## config.mk

```make
export PLATFORM = sky130hd
export DESIGN_NAME = uart_rx_fifo
export DESIGN_NICKNAME = d
export VERILOG_FILES = /design/src/rtl/uart_pkg.sv /design/src/rtl/sync_fifo.sv /design/src/rtl/uart_rx_fifo.sv
export SDC_FILE = /design/constraint.sdc
export NUM_CORES = 1
export LEC_CHECK = 0
export CORE_AREA = 2 2 91 93
export CTS_CLUSTER_SIZE = 28
export DETAILED_ROUTE_END_ITERATION = 8
export DIE_AREA = 0 0 93 95
export PLACE_DENSITY = 0.58
export SKIP_CTS_REPAIR_TIMING = 1
export SYNTH_ARGS = -nofsm -noshare
export SYNTH_HDL_FRONTEND = slang
export SYNTH_HIERARCHICAL = 1
export SYNTH_SLANG_ARGS = --single-unit
export TNS_END_PERCENT = 20
```

## constraint.sdc

```tcl
create_clock -name clk -period 5.3 [get_ports clk]
set_input_delay 0.795 -clock clk [delete_from_list [all_inputs] [get_ports clk]]
set_output_delay 0.795 -clock clk [all_outputs]
set_load 0.1 [all_outputs]
```

## src/rtl/uart_pkg.sv

```systemverilog
// Shared types and frame constants for the UART receive path.
package uart_pkg;

  typedef enum logic [2:0] {
    IDLE  = 3'd0,
    START = 3'd1,
    DATA  = 3'd2,
    STOP  = 3'd3,
    BREAK = 3'd4
  } rx_state_t;

  localparam int DATA_BITS = 8;
  localparam int STOP_BITS = 1;

endpackage

```

## src/rtl/sync_fifo.sv

```systemverilog
// Single-clock circular FIFO; push is accepted when not full or when a pop
// frees a slot in the same cycle. Empty FIFO reads back as zero.
module sync_fifo #(
  parameter int WIDTH = 8,
  parameter int DEPTH = 4,
  localparam int PW   = $clog2(DEPTH)
) (
  input  logic             clk,
  input  logic             rst_n,
  input  logic             push_i,
  input  logic             pop_i,
  input  logic [WIDTH-1:0] wdata_i,
  output logic [WIDTH-1:0] rdata_o,
  output logic [PW:0]      level_o,
  output logic             full_o,
  output logic             empty_o
);

  logic [WIDTH-1:0] mem_q [DEPTH];
  logic [PW-1:0]    wp_q, rp_q;
  logic [PW:0]      level_q, level_d;
  logic             do_pop, do_push;

  assign empty_o = (level_q == '0);
  assign full_o  = (level_q == (PW+1)'(DEPTH));
  assign do_pop  = pop_i & ~empty_o;
  assign do_push = push_i & (~full_o | do_pop);
  assign rdata_o = empty_o ? '0 : mem_q[rp_q];
  assign level_o = level_q;

  // Occupancy next-state: simultaneous push and pop leaves it unchanged.
  always_comb begin
    level_d = level_q;
    case ({do_push, do_pop})
      2'b10:   level_d = level_q + 1'b1;
      2'b01:   level_d = level_q - 1'b1;
      default: level_d = level_q;
    endcase
  end

  // Storage write; contents need no reset since the head is masked when empty.
  always_ff @(posedge clk) begin
    if (do_push) mem_q[wp_q] <= wdata_i;
  end

  // Pointers wrap naturally at the power-of-two depth.
  always_ff @(posedge clk or negedge rst_n) begin
    if (!rst_n) begin
      wp_q    <= '0;
      rp_q    <= '0;
      level_q <= '0;
    end else begin
      if (do_push) wp_q <= wp_q + 1'b1;
      if (do_pop)  rp_q <= rp_q + 1'b1;
      level_q <= level_d;
    end
  end

endmodule

```

## src/rtl/uart_rx_fifo.sv

```systemverilog
// 8N1 UART receiver: synchroniser, mid-bit sampling FSM, sticky error flags,
// and a small byte FIFO presented as a valid/ready stream.
module uart_rx_fifo
  import uart_pkg::*;
#(
  parameter int CLKS_PER_BIT = 434,
  parameter int FIFO_DEPTH   = 4,
  localparam int LW          = $clog2(FIFO_DEPTH) + 1
) (
  input  logic          clk,
  input  logic          rst_n,
  input  logic          rx,
  output logic [7:0]    m_data,
  output logic          m_valid,
  input  logic          m_ready,
  input  logic          clr_err,
  output logic          frame_err,
  output logic          overrun,
  output logic          busy,
  output logic [LW-1:0] level
);

  localparam int CW = $clog2(CLKS_PER_BIT);
  localparam int H  = CLKS_PER_BIT / 2;

  logic [1:0]  sync_q;
  logic        rx_s;
  rx_state_t   state_q;
  logic [CW-1:0] cnt_q;
  logic [2:0]  idx_q;
  logic [7:0]  shreg_q;
  logic        frame_err_q, overrun_q;
  logic        tick, push, pop, ferr_ev, ovr_ev, full, empty;

  assign rx_s    = sync_q[1];
  assign tick    = (cnt_q == '0);
  assign push    = (state_q == STOP) & tick & rx_s;
  assign ferr_ev = (state_q == STOP) & tick & ~rx_s;
  assign pop     = m_valid & m_ready;
  assign ovr_ev  = push & full & ~pop;
  assign m_valid = ~empty;
  assign busy    = (state_q != IDLE);
  assign frame_err = frame_err_q;
  assign overrun   = overrun_q;

  // Two-flop synchroniser; idles high so reset does not look like a start bit.
  always_ff @(posedge clk or negedge rst_n) begin
    if (!rst_n) sync_q <= 2'b11;
    else        sync_q <= {sync_q[0], rx};
  end

  // Receive FSM: half-bit delay to the start-bit centre, then one bit period per sample.
  always_ff @(posedge clk or negedge rst_n) begin
    if (!rst_n) begin
      state_q <= IDLE;
      cnt_q   <= '0;
      idx_q   <= '0;
      shreg_q <= '0;
    end else begin
      case (state_q)
        IDLE: if (!rx_s) begin
          state_q <= START;
          cnt_q   <= CW'(H - 1);
        end
        START: if (tick) begin
          cnt_q <= CW'(CLKS_PER_BIT - 1);
          idx_q <= '0;
          state_q <= rx_s ? IDLE : DATA;
        end else cnt_q <= cnt_q - 1'b1;
        DATA: if (tick) begin
          cnt_q   <= CW'(CLKS_PER_BIT - 1);
          shreg_q <= {rx_s, shreg_q[7:1]};
          if (idx_q == 3'(DATA_BITS - 1)) state_q <= STOP;
          else                            idx_q   <= idx_q + 1'b1;
        end else cnt_q <= cnt_q - 1'b1;
        STOP: if (tick) begin
          cnt_q   <= CW'(CLKS_PER_BIT - 1);
          state_q <= rx_s ? IDLE : BREAK;
        end else cnt_q <= cnt_q - 1'b1;
        BREAK: if (rx_s) state_q <= IDLE;
        default: state_q <= IDLE;
      endcase
    end
  end

  // Sticky error flags; a new event in the clearing cycle keeps the flag set.
  always_ff @(posedge clk or negedge rst_n) begin
    if (!rst_n) begin
      frame_err_q <= 1'b0;
      overrun_q   <= 1'b0;
    end else begin
      frame_err_q <= ferr_ev | (frame_err_q & ~clr_err);
      overrun_q   <= ovr_ev  | (overrun_q   & ~clr_err);
    end
  end

  sync_fifo #(.WIDTH(8), .DEPTH(FIFO_DEPTH)) u_fifo (
    .clk     (clk),
    .rst_n   (rst_n),
    .push_i  (push),
    .pop_i   (pop),
    .wdata_i (shreg_q),
    .rdata_o (m_data),
    .level_o (level),
    .full_o  (full),
    .empty_o (empty)
  );

endmodule

```

; ---- After elaboration in Yosys (flattened, before gate mapping)
; Memories as Yosys holds them, arrays and structs flattened.
; Index checks and enable logic that the tools add are counted.
[op_classes]
add_sub_neg = 6
eq_ne = 15
n_mux = 20
bitwise = 18
n_reduce_logical = 12
[op_table]
columns = op, count
row1 = 3-bit 2-to-1 mux, 10
row2 = 9-bit 2-to-1 mux, 2
row3 = 9-bit case mux with 2 select lines, 1
row4 = 3-bit case mux with 5 select lines, 1
row5 = "2-bit inequality test, second input constant", 7
row6 = 3-bit case mux with 2 select lines, 2
row7 = 1-bit bitwise AND, 10
row8 = "3-bit equality test, second input constant", 3
row9 = 9-bit zero test, 1
row10 = "9-bit by 1-bit subtractor with 9-bit output, second input constant", 1
row11 = 8-bit 2-to-1 mux, 1
row12 = "3-bit by 1-bit adder with 3-bit output, second input constant", 2
row13 = "3-bit by 2-bit equality test with 1-bit output, second input constant", 2
row14 = 3-bit zero test, 2
row15 = 6-bit AND reduction, 1
row16 = 2-bit nonzero test, 3
row17 = 1-bit NOT, 5
row18 = "2-bit by 1-bit adder with 2-bit output, second input constant", 2
row19 = 2-bit AND reduction, 2
row20 = 4-bit AND reduction, 1
row21 = "3-bit by 1-bit equality test with 1-bit output, second input constant", 1
row22 = 1-bit OR, 3
row23 = 3-bit nonzero test, 1
row24 = 3-bit OR reduction, 1
row25 = other kinds (5), 6
[word_totals]
ff_bits = 34
ram_bits = 32
input_bits = 5
out_inout_bits = 15
elab_cells = 82
memories = 1
[mem_list]
columns = name, depth, width, read_ports, rd_clocked_by_memory_dff, wr, line
row1 = u_fifo.mem_q, 4, 8, 1, 0, 1, sync_fifo.sv:19  ; logic [WIDTH-1:0] mem_q [DEPTH];

; ---- Logic depth before layout (Yosys ltp)
; Gate-level depths: netlist of run 1.
[depth]
depth_word = 8
mapped_depth = 12
mapped_depth_nobuf = 11

; ---- Hierarchy
; The synthesis of run 1 kept the hierarchy.
[by_module_without_submodules]
columns = module, instances, cells_each, area_per_inst_um2, seq_area_each_um2
row1 = sync_fifo, 1, 105, 1731.7, 1136.1
row2 = uart_rx_fifo, 1, 120, 1351.3, 678.2

; ---- Worst setup path after synthesis of run 1
; Ideal clock, no wire load.
[synth_timing]
kind = register to output
start = reg u_fifo.level_q[2] (netlist: u_fifo/level_o[2])
end = out m_data[0]
arrival_time_ns = 2.236
t_required_ns = 4.505
slack_ns = 2.269
stages_incl_launch_ff = 4
path_buffers = 1
cell_sequence = dfrtp_1 > or3_2 > clkbuf_1 > and2_1
[synth_via]
elab_chain_len = 2
[synth_lines]
columns = item, line
row1 = "start, declared", sync_fifo.sv:21  ; logic [PW:0] level_q, level_d;
row2 = "start signal, assigned", sync_fifo.sv:55  ; level_q <= level_d;
row3 = 3-bit zero test, sync_fifo.sv:24  ; assign empty_o = (level_q == '0);
row4 = 8-bit 2-to-1 mux, sync_fifo.sv:28  ; assign rdata_o = empty_o ? '0 : mem_q[rp_q];
row5 = "end, declared", uart_rx_fifo.sv:13  ; output logic [7:0] m_data,
; Every way passes these cells.

; ---- Worst setup path in the final report of run 1
[layout_timing]
start = reg u_fifo.rp_q[0]
end = out m_data[5]
[layout_via]
elab_chain_len = 2
[layout_lines]
columns = item, line
row1 = "start, declared", sync_fifo.sv:20  ; logic [PW-1:0] wp_q, rp_q;
row2 = "start signal, assigned", sync_fifo.sv:54  ; if (do_pop) rp_q <= rp_q + 1'b1;
row3 = memory read 4 x 8 bit, --
row4 = 8-bit 2-to-1 mux, sync_fifo.sv:28
; Every way passes these cells.

==> impl_metrics.ini, run 1 <==
[outcome]
outcome = finished clean

[yosys]
synth_area_leaders = sky130_fd_sc_hd__edfxtp_1 31%, sky130_fd_sc_hd__dfrtp_1 26%, sky130_fd_sc_hd__mux4_2 5.8%, sky130_fd_sc_hd__mux2_4 3.9%, sky130_fd_sc_hd__ha_1 2.8%
synth_top_flop_cell = sky130_fd_sc_hd__edfxtp_1
number_of_synthesized_flops_with_an_enable_pin = 32
synth_cell_types = 59
yosysTopAreaCell = sky130_fd_sc_hd__edfxtp_1
yosys_warnings = 6
synth.cell_area_mm2 = 0.003083
synth-seq-area-share_pct = 58.85
yosys.area.top_type_share_pct = 31.17
synth_seq_cells = 66
syn-mean-instance-area_um2 = 13.70
postSynthNetCount = 238
post_syn_instances = 225
async_reset_ff_share_pct = 51.52

[layout]
post_route_cells_drive_above_1_share_pct = 19.76
most-common-layout-cells = 32 x sky130_fd_sc_hd__dfrtp_1, 32 x sky130_fd_sc_hd__edfxtp_1, 19 x sky130_fd_sc_hd__clkdlybuf4s50_1
storage_cell_area_mm2 = 0.001814
finish.instance_area_mm2 = 0.003581
design.final.nets = 261
nFillCells = 743
area_growth_syn_to_layout_pct = 16.15
layoutNonFillerInstCount = 358
multi_input_comb_area_mm2 = 0.001156
antennaDiodeCount = 0

[placed_design]
place_area_mm2 = 0.003371
place.detailed.hpwl_mm = 3.369
numPortBuffers = 19
place_inst = 342
finalWeightedCongestion = 0.7756

[grt]
maximum_number_of_pins_on_one_net_before_global_route_repair = 35
first_global_vias = 1796
grt.total_usage_pct = 13.05
total_congestion_overflow = 0
grt_pass1_wl_mm = 8.859
antenna_found_initial = 0

[clock_network]
worst_setup_hold_path_clk_slew_ns = 0.07
cts-root-to-sink-buffers = 2
cts.sink_count = 66
cts-buffers-inserted = 9
cts_tree = done
insertion_delay_ns = 0.33
clock_tree.root_cell = sky130_fd_sc_hd__clkbuf_8
htreeDepth = 3

[detailed_routing]
routed_via_density = 5.036
dr_total_vias = 1803
number_of_search_and_repair_iterations_in_the_first_detailed_routing_pass = 4
wl_met1_mm = 2.426
drc_violation_count_after_routing = 0
number_of_nets_still_failing_antenna_checks_after_routing = 0
routed_wire_length_per_instance_um = 14.19
met2WireLength_mm = 2.446
top_signal_layer_used = met4
detailroute.wirelength.met3_um = 157
totalWireLength_mm = 5.080
drt_first_iter_violations = 68

[power]
power_density_mw_per_mm2 = 375.8
power.static_leakage_nw = 1.487
ir_drop_uv = 110.8

[setup_path]
critPathKind = register to output pin
setup.worst_path.end_class = output pin
data_required_time_at_the_worst_endpoint_ns = 4.51
critPathArrivalTime_ns = 2.73
crit_path_max_fanout = 10
start_kind = register

[timing]
worst-slew-pin-transition_ns = 0.9743
max_clock_freq_mhz = 283.4
rsz0062_at_grt = no
slew_headroom_pct = 34.84
setup_viol = 0
final_min_period_over_clock_period_pct = 66.59
timing_hold_violations_final = 0
maxSlewViolCount = 0
period_needed_ns = 3.529
totalNegativeSetupSlack_ns = 0
skew_ns = 0.009416

[floorplanning]
boundaryPins = 20
start_util_pct = 38.89
dieArea_mm2 = 0.008835
core_area_mm2 = 0.007928
die_height_um = 95
die_width_um = 93
fp-row-count = 33

[flow_run]
maxcap_violations = 0

[worst_hold_path]
timing.hold.worst.class = register to register
worst max-delay path, stage by stage, from the launching register on:
cell and delay [ns]:
sky130_fd_sc_hd__dfrtp_1 0.71, sky130_fd_sc_hd__mux4_2 0.57, sky130_fd_sc_hd__and2_1 0.16, sky130_fd_sc_hd__clkdlybuf4s50_1 0.96
state kept, by name, indices dropped and copies added, names as in the netlist:
| name | cells |
|---|---|
| sync_q | 2 |
| idx_q | 3 |
| state_q | 3 |
| frame_err | 1 |
| cnt_q | 9 |
| u_fifo/level_o | 3 |
| u_fifo/wp_q | 2 |
| overrun | 1 |
| u_fifo/mem_q | 32 |
| u_fifo/rp_q | 2 |
| shreg_q | 8 |
stage by stage:
stage,power (mW),util (%),hold WS [ns],setup WS (ns)
after floorplan,0.8521,-,0.3452,2.269
after global placement,0.9153,42.52,0.3470,1.968
after detailed placement,0.9190,42.52,0.3475,1.981
after CTS,1.365,45.17,0.3575,1.693
after global routing,1.419,45.17,0.3614,1.624
final,1.346,45.17,0.3559,1.771
cells by family after synthesis:
logic type,after synthesis,share of synthesized area (%)
AO/OA/AOI/OAI,38,9.335
XOR/XNOR,5,1.421
adder cells (fa/ha/maj),8,3.490
buffers and inverters,25,3.652
flip-flops,66,58.85
multiplexers,19,10.75
AND/OR/NAND/NOR,64,12.50
power breakdown:
part           internal (mW)  switching (mW)
sequential             0.553          0.0546
combinational          0.105           0.191
clock                  0.262           0.180
area by class of cell:
class	count	area share, %
clock buffer	10	3.564
multi-input combinational	134	32.29
timing repair buffer	22	5.940
inverter	15	1.572
tap	105	3.669
sequential	66	50.66
clock inverter	6	2.306
synthesized netlist by cell type (all sizes together) (4+ instances only):
cell,instances
ha,7
inv,15
nor2,13
a21oi,4
nand2,10
nor2b,4
dfrtp,32
o21ai,7
mux4,8
mux2,9
clkbuf,5
buf,5
and2,12
edfxtp,32
worst paths after layout:
| check | end | slack, ns | startpoint | cells after the start |
|---|---|---|---|---|
| min in group asynchronous | cnt_q[7]$_DFFE_PN0P_ | 0.87 | rst_n | 2 |
| max in group asynchronous | sync_q[1]$_DFF_PN1_ | 4.08 | rst_n | 2 |
| worst min register to register | sync_q[1]$_DFF_PN1_ | 0.36 | sync_q[0]$_DFF_PN1_ | 0 |
| worst max-delay path | m_data[5] | 1.77 | u_fifo/rp_q[0]$_DFFE_PN0N_ | 3 |
| worst max register to register | u_fifo/level_o[1]$_DFFE_PN0P_ | 2.33 | cnt_q[0]$_DFFE_PN0P_ | 12 |
| worst min-delay path | sync_q[1]$_DFF_PN1_ | 0.36 | sync_q[0]$_DFF_PN1_ | 0 |
per-layer routing:
| layer | up-vias | track usage, % |
|---|---|---|
| li1 | 869 | - |
| met1 | 905 | 17.08 |
| met2 | 23 | 20.89 |
| met3 | 6 | 3.831 |
| met4 | 0 | 4.412 |
| met5 | - | 0 |
(Power assumes the default switching activity.)
==> run 2: changes to the inputs <==
==> constraint.sdc (replaced) <==
create_clock -name clk -period 3.3 [get_ports clk]
set_input_delay 0.495 -clock clk [delete_from_list [all_inputs] [get_ports clk]]
set_output_delay 0.495 -clock clk [all_outputs]
set_load 0.1 [all_outputs]
==> run 2 against run 1 <==
Compared with the run above: sequential power up 61%; non-clock buffer count up 1; clock power up 54%; total power up 59%; cell area down 0.91%; routed wire length up 2.2%; first-iteration DRC count up 13%; combinational power up 62%; setup slack worse by 1.3 ns; register-to-register slack worse by 1.8 ns; clock skew about the same; critical path depth up 8; highest routed layer unchanged.
==> impl_metrics.ini, run 2 (synthesized netlist as in run 1, its figures left out) <==
[outcome]
outcome = finished clean

[grt]
maximum_number_of_pins_on_one_net_before_global_route_repair = 35
antenna_found_initial = 0
first_global_vias = 1788
grt.total_usage_pct = 13.20
total_congestion_overflow = 0
grt_pass1_wl_mm = 8.832

[clock_network]
insertion_delay_ns = 0.33
worst_setup_hold_path_clk_slew_ns = 0.08
htreeDepth = 3
cts_tree = done
clock_tree.root_cell = sky130_fd_sc_hd__clkbuf_8
cts-buffers-inserted = 9
cts-root-to-sink-buffers = 2
cts.sink_count = 66

[setup_path]
crit_path_max_fanout = 5
data_required_time_at_the_worst_endpoint_ns = 3.55
critPathArrivalTime_ns = 3.06
start_kind = register
setup.worst_path.end_class = register
critPathKind = register to register

[timing]
period_needed_ns = 2.804
maxSlewViolCount = 0
setup_viol = 0
rsz0062_at_grt = no
totalNegativeSetupSlack_ns = 0
skew_ns = 0.009306
max_clock_freq_mhz = 356.7
final_min_period_over_clock_period_pct = 84.96
timing_hold_violations_final = 0
slew_headroom_pct = 35.80
worst-slew-pin-transition_ns = 0.9600

[layout]
most-common-layout-cells = 32 x sky130_fd_sc_hd__dfrtp_1, 32 x sky130_fd_sc_hd__edfxtp_1, 17 x sky130_fd_sc_hd__buf_4
largest_register_ff_count = 32
reg.largest.list = u_fifo/mem_q (32), cnt_q (9), shreg_q (8)
design.final.nets = 262
post_route_cells_drive_above_1_share_pct = 26.38
antennaDiodeCount = 0
area_growth_syn_to_layout_pct = 15.10
largest_register = u_fifo/mem_q
finish.instance_area_mm2 = 0.003548
nFillCells = 746

[detailed_routing]
totalWireLength_mm = 5.193
drt_first_iter_violations = 77
dr_total_vias = 1820
routed_via_density = 5.070
routed_wire_length_per_instance_um = 14.47
number_of_search_and_repair_iterations_in_the_first_detailed_routing_pass = 4
number_of_nets_still_failing_antenna_checks_after_routing = 0
drc_violation_count_after_routing = 0

[flow_run]
maxcap_violations = 0

[floorplanning]
start_util_pct = 38.89
core_area_mm2 = 0.007928
die_height_um = 95
dieArea_mm2 = 0.008835
die_width_um = 93
boundaryPins = 20
fp-row-count = 33

[power]
pwr-share-clk_pct = 31.8
power_switching_mw = 0.7285
pwr-share-comb_pct = 22.4
internal-power_mw = 1.408
power_density_mw_per_mm2 = 602.1
power.switching_fraction_pct = 34.10
power.static_leakage_nw = 1.519
pwr-share-seq_pct = 45.8
ir_drop_uv = 209.4

[placed_design]
place_area_mm2 = 0.003346
numPortBuffers = 19
place.detailed.hpwl_mm = 3.374
finalWeightedCongestion = 0.7864

[worst_hold_path]
timing.hold.worst.class = register to register
-- run 2: cell types whose count changed in the layout (fill, tap and decap cells not counted), sizes merged --
cell,change
buf,+14
clkdlybuf4s50,-13
clkinv,+3
clkinvlp,-2
bufinv,-1
clkbuf,-1
inv,+1
-- run 2: area by class of cell --
class | count | area [um^2] | area share (%)
clock buffers | 9 | 123.9 | 3.491
clock inverters | 7 | 78.83 | 2.221
inverters | 15 | 56.30 | 1.587
multi-input cells | 134 | 1156 | 32.58
flip-flops and latches | 66 | 1814 | 51.13
well taps | 105 | 131.4 | 3.702
repair buffers | 23 | 187.7 | 5.289
-- run 2: layer usage --
layer  wire (um)  up-vias  part of all wire, %  global-route usage, %
li1            -      881                    -                      -
met1        2374      905                   46                  17.10
met2        2566       27                   49                  21.32
met3         196        7                  3.8                  4.469
met4          56        0                  1.1                  3.676
met5           0        -                    0                      0
-- run 2: power groups by stage --
stage | combinational [mW] | sequential, mW | clock, mW
CTS | 0.482 | 0.982 | 0.699
finish | 0.479 | 0.978 | 0.680
detailed placement | 0.480 | 1.00 | 0
global placement | 0.472 | 0.999 | 0
global route | 0.509 | 0.990 | 0.748
floorplan | 0.325 | 1.04 | 0
-- run 2: final timing paths --
kind	start	to	slack [ns]	cells after the start
worst max-delay path	cnt_q[0]$_DFFE_PN0P_	u_fifo/level_o[1]$_DFFE_PN0P_	0.50	11
min in group asynchronous	rst_n	cnt_q[1]$_DFFE_PN0P_	0.57	2
max in group asynchronous	rst_n	sync_q[1]$_DFF_PN1_	2.40	2
worst min register to register	sync_q[0]$_DFF_PN1_	sync_q[1]$_DFF_PN1_	0.36	0
worst min-delay path	sync_q[0]$_DFF_PN1_	sync_q[1]$_DFF_PN1_	0.36	0
worst max register to register	cnt_q[0]$_DFFE_PN0P_	u_fifo/level_o[1]$_DFFE_PN0P_	0.50	11
-- run 2: per-stage QoR --
stage               std cells  hold WS [ns]  utilization [%]  setup WS [ns]  total power [mW]
global placement          343        0.3468            42.20         0.6153             1.471
finish                    359        0.3585            44.76         0.4962             2.137
CTS                       359        0.3603            44.76         0.5040             2.164
floorplan                 225        0.1994                -         0.2748             1.369
global route              359        0.3629            44.76         0.2760             2.247
detailed placement        343        0.3495            42.20         0.5166             1.481
-- run 2: worst max-delay path, cell delays in order (launching register included) --
cell,delay (ns)
sky130_fd_sc_hd__dfrtp_1,0.41
sky130_fd_sc_hd__inv_1,0.08
sky130_fd_sc_hd__ha_1,0.19
sky130_fd_sc_hd__nor3b_2,0.36
sky130_fd_sc_hd__nand2_2,0.12
sky130_fd_sc_hd__nor4_1,0.38
sky130_fd_sc_hd__nor2b_1,0.13
sky130_fd_sc_hd__nand2_1,0.11
sky130_fd_sc_hd__fa_1,0.43
sky130_fd_sc_hd__o21ba_2,0.24
sky130_fd_sc_hd__o211ai_1,0.08
sky130_fd_sc_hd__a22oi_1,0.20
==> run 3: changes to the inputs <==
--- a/config.mk
+++ b/config.mk
@@ -9,7 +9,7 @@
 export CTS_CLUSTER_SIZE = 28
 export DETAILED_ROUTE_END_ITERATION = 8
 export DIE_AREA = 0 0 93 95
-export PLACE_DENSITY = 0.58
+export PLACE_DENSITY = 0.6
 export SKIP_CTS_REPAIR_TIMING = 1
 export SYNTH_ARGS = -nofsm -noshare
 export SYNTH_HDL_FRONTEND = slang
==> constraint.sdc (replaced) <==
create_clock -name clk -period 2.36 [get_ports clk]
set_input_delay 0.354 -clock clk [delete_from_list [all_inputs] [get_ports clk]]
set_output_delay 0.354 -clock clk [all_outputs]
set_load 0.1 [all_outputs]
==> run 3 against run 2 <==
Compared with the run above: total power is 37% higher; first-iteration DRC count rose by 40%; count of clock-buffer cells in the layout grew 1; clock power rose by 20%; fmax up 22%; flip-flop and latch count stayed put; core utilization grew 2.8 points.
==> impl_metrics.ini, run 3 (synthesized netlist as in run 1, its figures left out) <==
[setup_path]
cp_num_buf_inv = 2
critical_path.most_common_cell = sky130_fd_sc_hd__nand2_2
reg2reg_setup_slack_ns = 0.06
critPathKind = register to register
critical-path-top-delay-family = adder cells
crit_path_max_fanout = 3
slowest_delay_ns = 0.42
worstReg2RegEnd = u_fifo/level_o[1]$_DFFE_PN0P_
start_kind = register
critPathArrivalTime_ns = 2.55
list_of_cells_traversed_by_the_critical_path = inv_1 > ha_1 > nor3b_4 > nand2_2 > nor4_4 > buf_4 > nor2b_4 > nand2_2 > fa_1 > o21ba_4 > o211ai_1 > a22oi_1
worst_path_max_delay_cell = sky130_fd_sc_hd__fa_1
worstReg2RegStart = cnt_q[0]$_DFFE_PN0P_
data_required_time_at_the_worst_endpoint_ns = 2.61
setup.worst_path.end_class = register
ff2ff_path_depth = 12

[floorplanning]
die_height_um = 95
die_width_um = 93
boundaryPins = 20
core_area_mm2 = 0.007928
start_util_pct = 38.89
fp-row-count = 33
dieArea_mm2 = 0.008835

[layout]
area_growth_syn_to_layout_pct = 22.40
largest_register = u_fifo/mem_q
reg.largest.list = u_fifo/mem_q (32), cnt_q (9), shreg_q (8)
final_common_cell = sky130_fd_sc_hd__edfxtp_1
post_route_cells_drive_above_1_share_pct = 33.71
finish.instance_area_mm2 = 0.003774
design.final.nets = 275
final_core_util_pct = 47.60
antennaDiodeCount = 0
most-common-layout-cells = 32 x sky130_fd_sc_hd__edfxtp_1, 29 x sky130_fd_sc_hd__dfrtp_1, 24 x sky130_fd_sc_hd__buf_4
largest_register_ff_count = 32

[grt]
maximum_number_of_pins_on_one_net_before_global_route_repair = 35
grt.total_usage_pct = 13.33
grt_pass1_wl_mm = 9.204
first_global_vias = 1838
total_congestion_overflow = 0
antenna_found_initial = 0

[worst_hold_path]
min_path_cells = 0
timing.hold.worst.class = register to register
holdPathEnd = sync_q[1]$_DFF_PN1_
min-delay-start = sync_q[0]$_DFF_PN1_

[clock_network]
htreeDepth = 3
cts_tree = done
clock_tree.root_cell = sky130_fd_sc_hd__clkbuf_8
cts.sink_count = 66
cts-buffers-inserted = 9
cts-root-to-sink-buffers = 2
worst_setup_hold_path_clk_slew_ns = 0.08
insertion_delay_ns = 0.34

[detailed_routing]
number_of_nets_still_failing_antenna_checks_after_routing = 0
drt_first_iter_violations = 108
routed_wire_length_per_instance_um = 14.10
drc_violation_count_after_routing = 0
totalWireLength_mm = 5.247
dr_total_vias = 1828
routed_via_density = 4.914
number_of_search_and_repair_iterations_in_the_first_detailed_routing_pass = 4

[timing]
final_min_period_over_clock_period_pct = 97.50
rsz0062_at_grt = yes
max_clock_freq_mhz = 434.6
maxSlewViolCount = 0
skew_ns = 0.01131
period_needed_ns = 2.301
worst-slew-pin-transition_ns = 0.5520
setup_viol = 0
slew_headroom_pct = 63.06
timing_hold_violations_final = 0

[power]
pwr-share-seq_pct = 45.5
pwr-share-comb_pct = 26.7
ir_drop_uv = 273.9
power.static_leakage_nw = 1.596
pwr-share-clk_pct = 27.8
power_switching_mw = 1.006
power.switching_fraction_pct = 34.25
internal-power_mw = 1.932
power_density_mw_per_mm2 = 778.4

[outcome]
outcome = finished clean

[flow_run]
maxcap_violations = 0

[placed_design]
place.detailed.hpwl_mm = 3.650
finalWeightedCongestion = 0.7852
numPortBuffers = 19
place_area_mm2 = 0.003585
[run 3: cell types whose count changed in the layout (fill, tap and decap cells not counted), sizes merged]
| cell | before | now |
|---|---|---|
| clkinv | 5 | 3 |
| bufinv | 1 | 0 |
| clkinvlp | 0 | 2 |
| clkbuf | 9 | 10 |
| buf | 17 | 32 |
| clkdlybuf4s50 | 6 | 4 |
[run 3: final cells by class]
cell class / count / area (um^2)
clock buffers: 10 / 127.6
clock inverters: 6 / 42.54
fillers: 722 / 4154
inverters: 15 / 58.81
multi-input cells: 134 / 1207
flip-flops and latches: 66 / 1826
well taps: 105 / 131.4
repair buffers: 36 / 380.4
[run 3: worst max-delay path by stage]
stage                                   from                             to  slack, ns  cells after the start
2_1_floorplan  u_fifo/level_o[1]$_DFFE_PN0P_  u_fifo/level_o[1]$_DFFE_PN0P_      -0.08                     10
3_5_place_dp            cnt_q[0]$_DFFE_PN0P_  u_fifo/level_o[1]$_DFFE_PN0P_       0.05                     12
3_3_place_gp            cnt_q[0]$_DFFE_PN0P_  u_fifo/level_o[1]$_DFFE_PN0P_       0.11                     12
6_report                cnt_q[0]$_DFFE_PN0P_  u_fifo/level_o[1]$_DFFE_PN0P_       0.06                     12
5_1_grt                 cnt_q[0]$_DFFE_PN0P_  u_fifo/level_o[1]$_DFFE_PN0P_      -0.20                     12
4_1_cts                 cnt_q[0]$_DFFE_PN0P_  u_fifo/level_o[1]$_DFFE_PN0P_       0.04                     12
[run 3: per-layer routing]
layer / track usage, % / part of all wire, %
met1: 17.63 / 47
met2: 22.16 / 50
met3: 2.873 / 2.1
met4: 4.044 / 1.2
met5: 0 / 0
[run 3: stage by stage]
stage | worst slack, ns | TNS [ns] | std cells | power, mW | hold slack [ns]
after global routing | -0.1959 | -0.1959 | 372 | 3.115 | 0.3689
after CTS | 0.04168 | 0 | 371 | 2.987 | 0.3578
after detailed placement | 0.05193 | 0 | 355 | 2.160 | 0.3468
final | 0.05908 | 0 | 372 | 2.938 | 0.3519
after global placement | 0.1123 | 0 | 355 | 2.148 | 0.3461
after floorplan | -0.08203 | -0.08203 | 225 | 2.007 | 0.05841
[run 3: power by group through the flow]
stage	sequential, mW	clock [mW]	combinational (mW)
6_report	1.34	0.815	0.785
4_1_cts	1.34	0.851	0.797
5_1_grt	1.35	0.905	0.859
3_5_place_dp	1.36	0	0.796
2_1_floorplan	1.48	0	0.527
3_3_place_gp	1.36	0	0.786
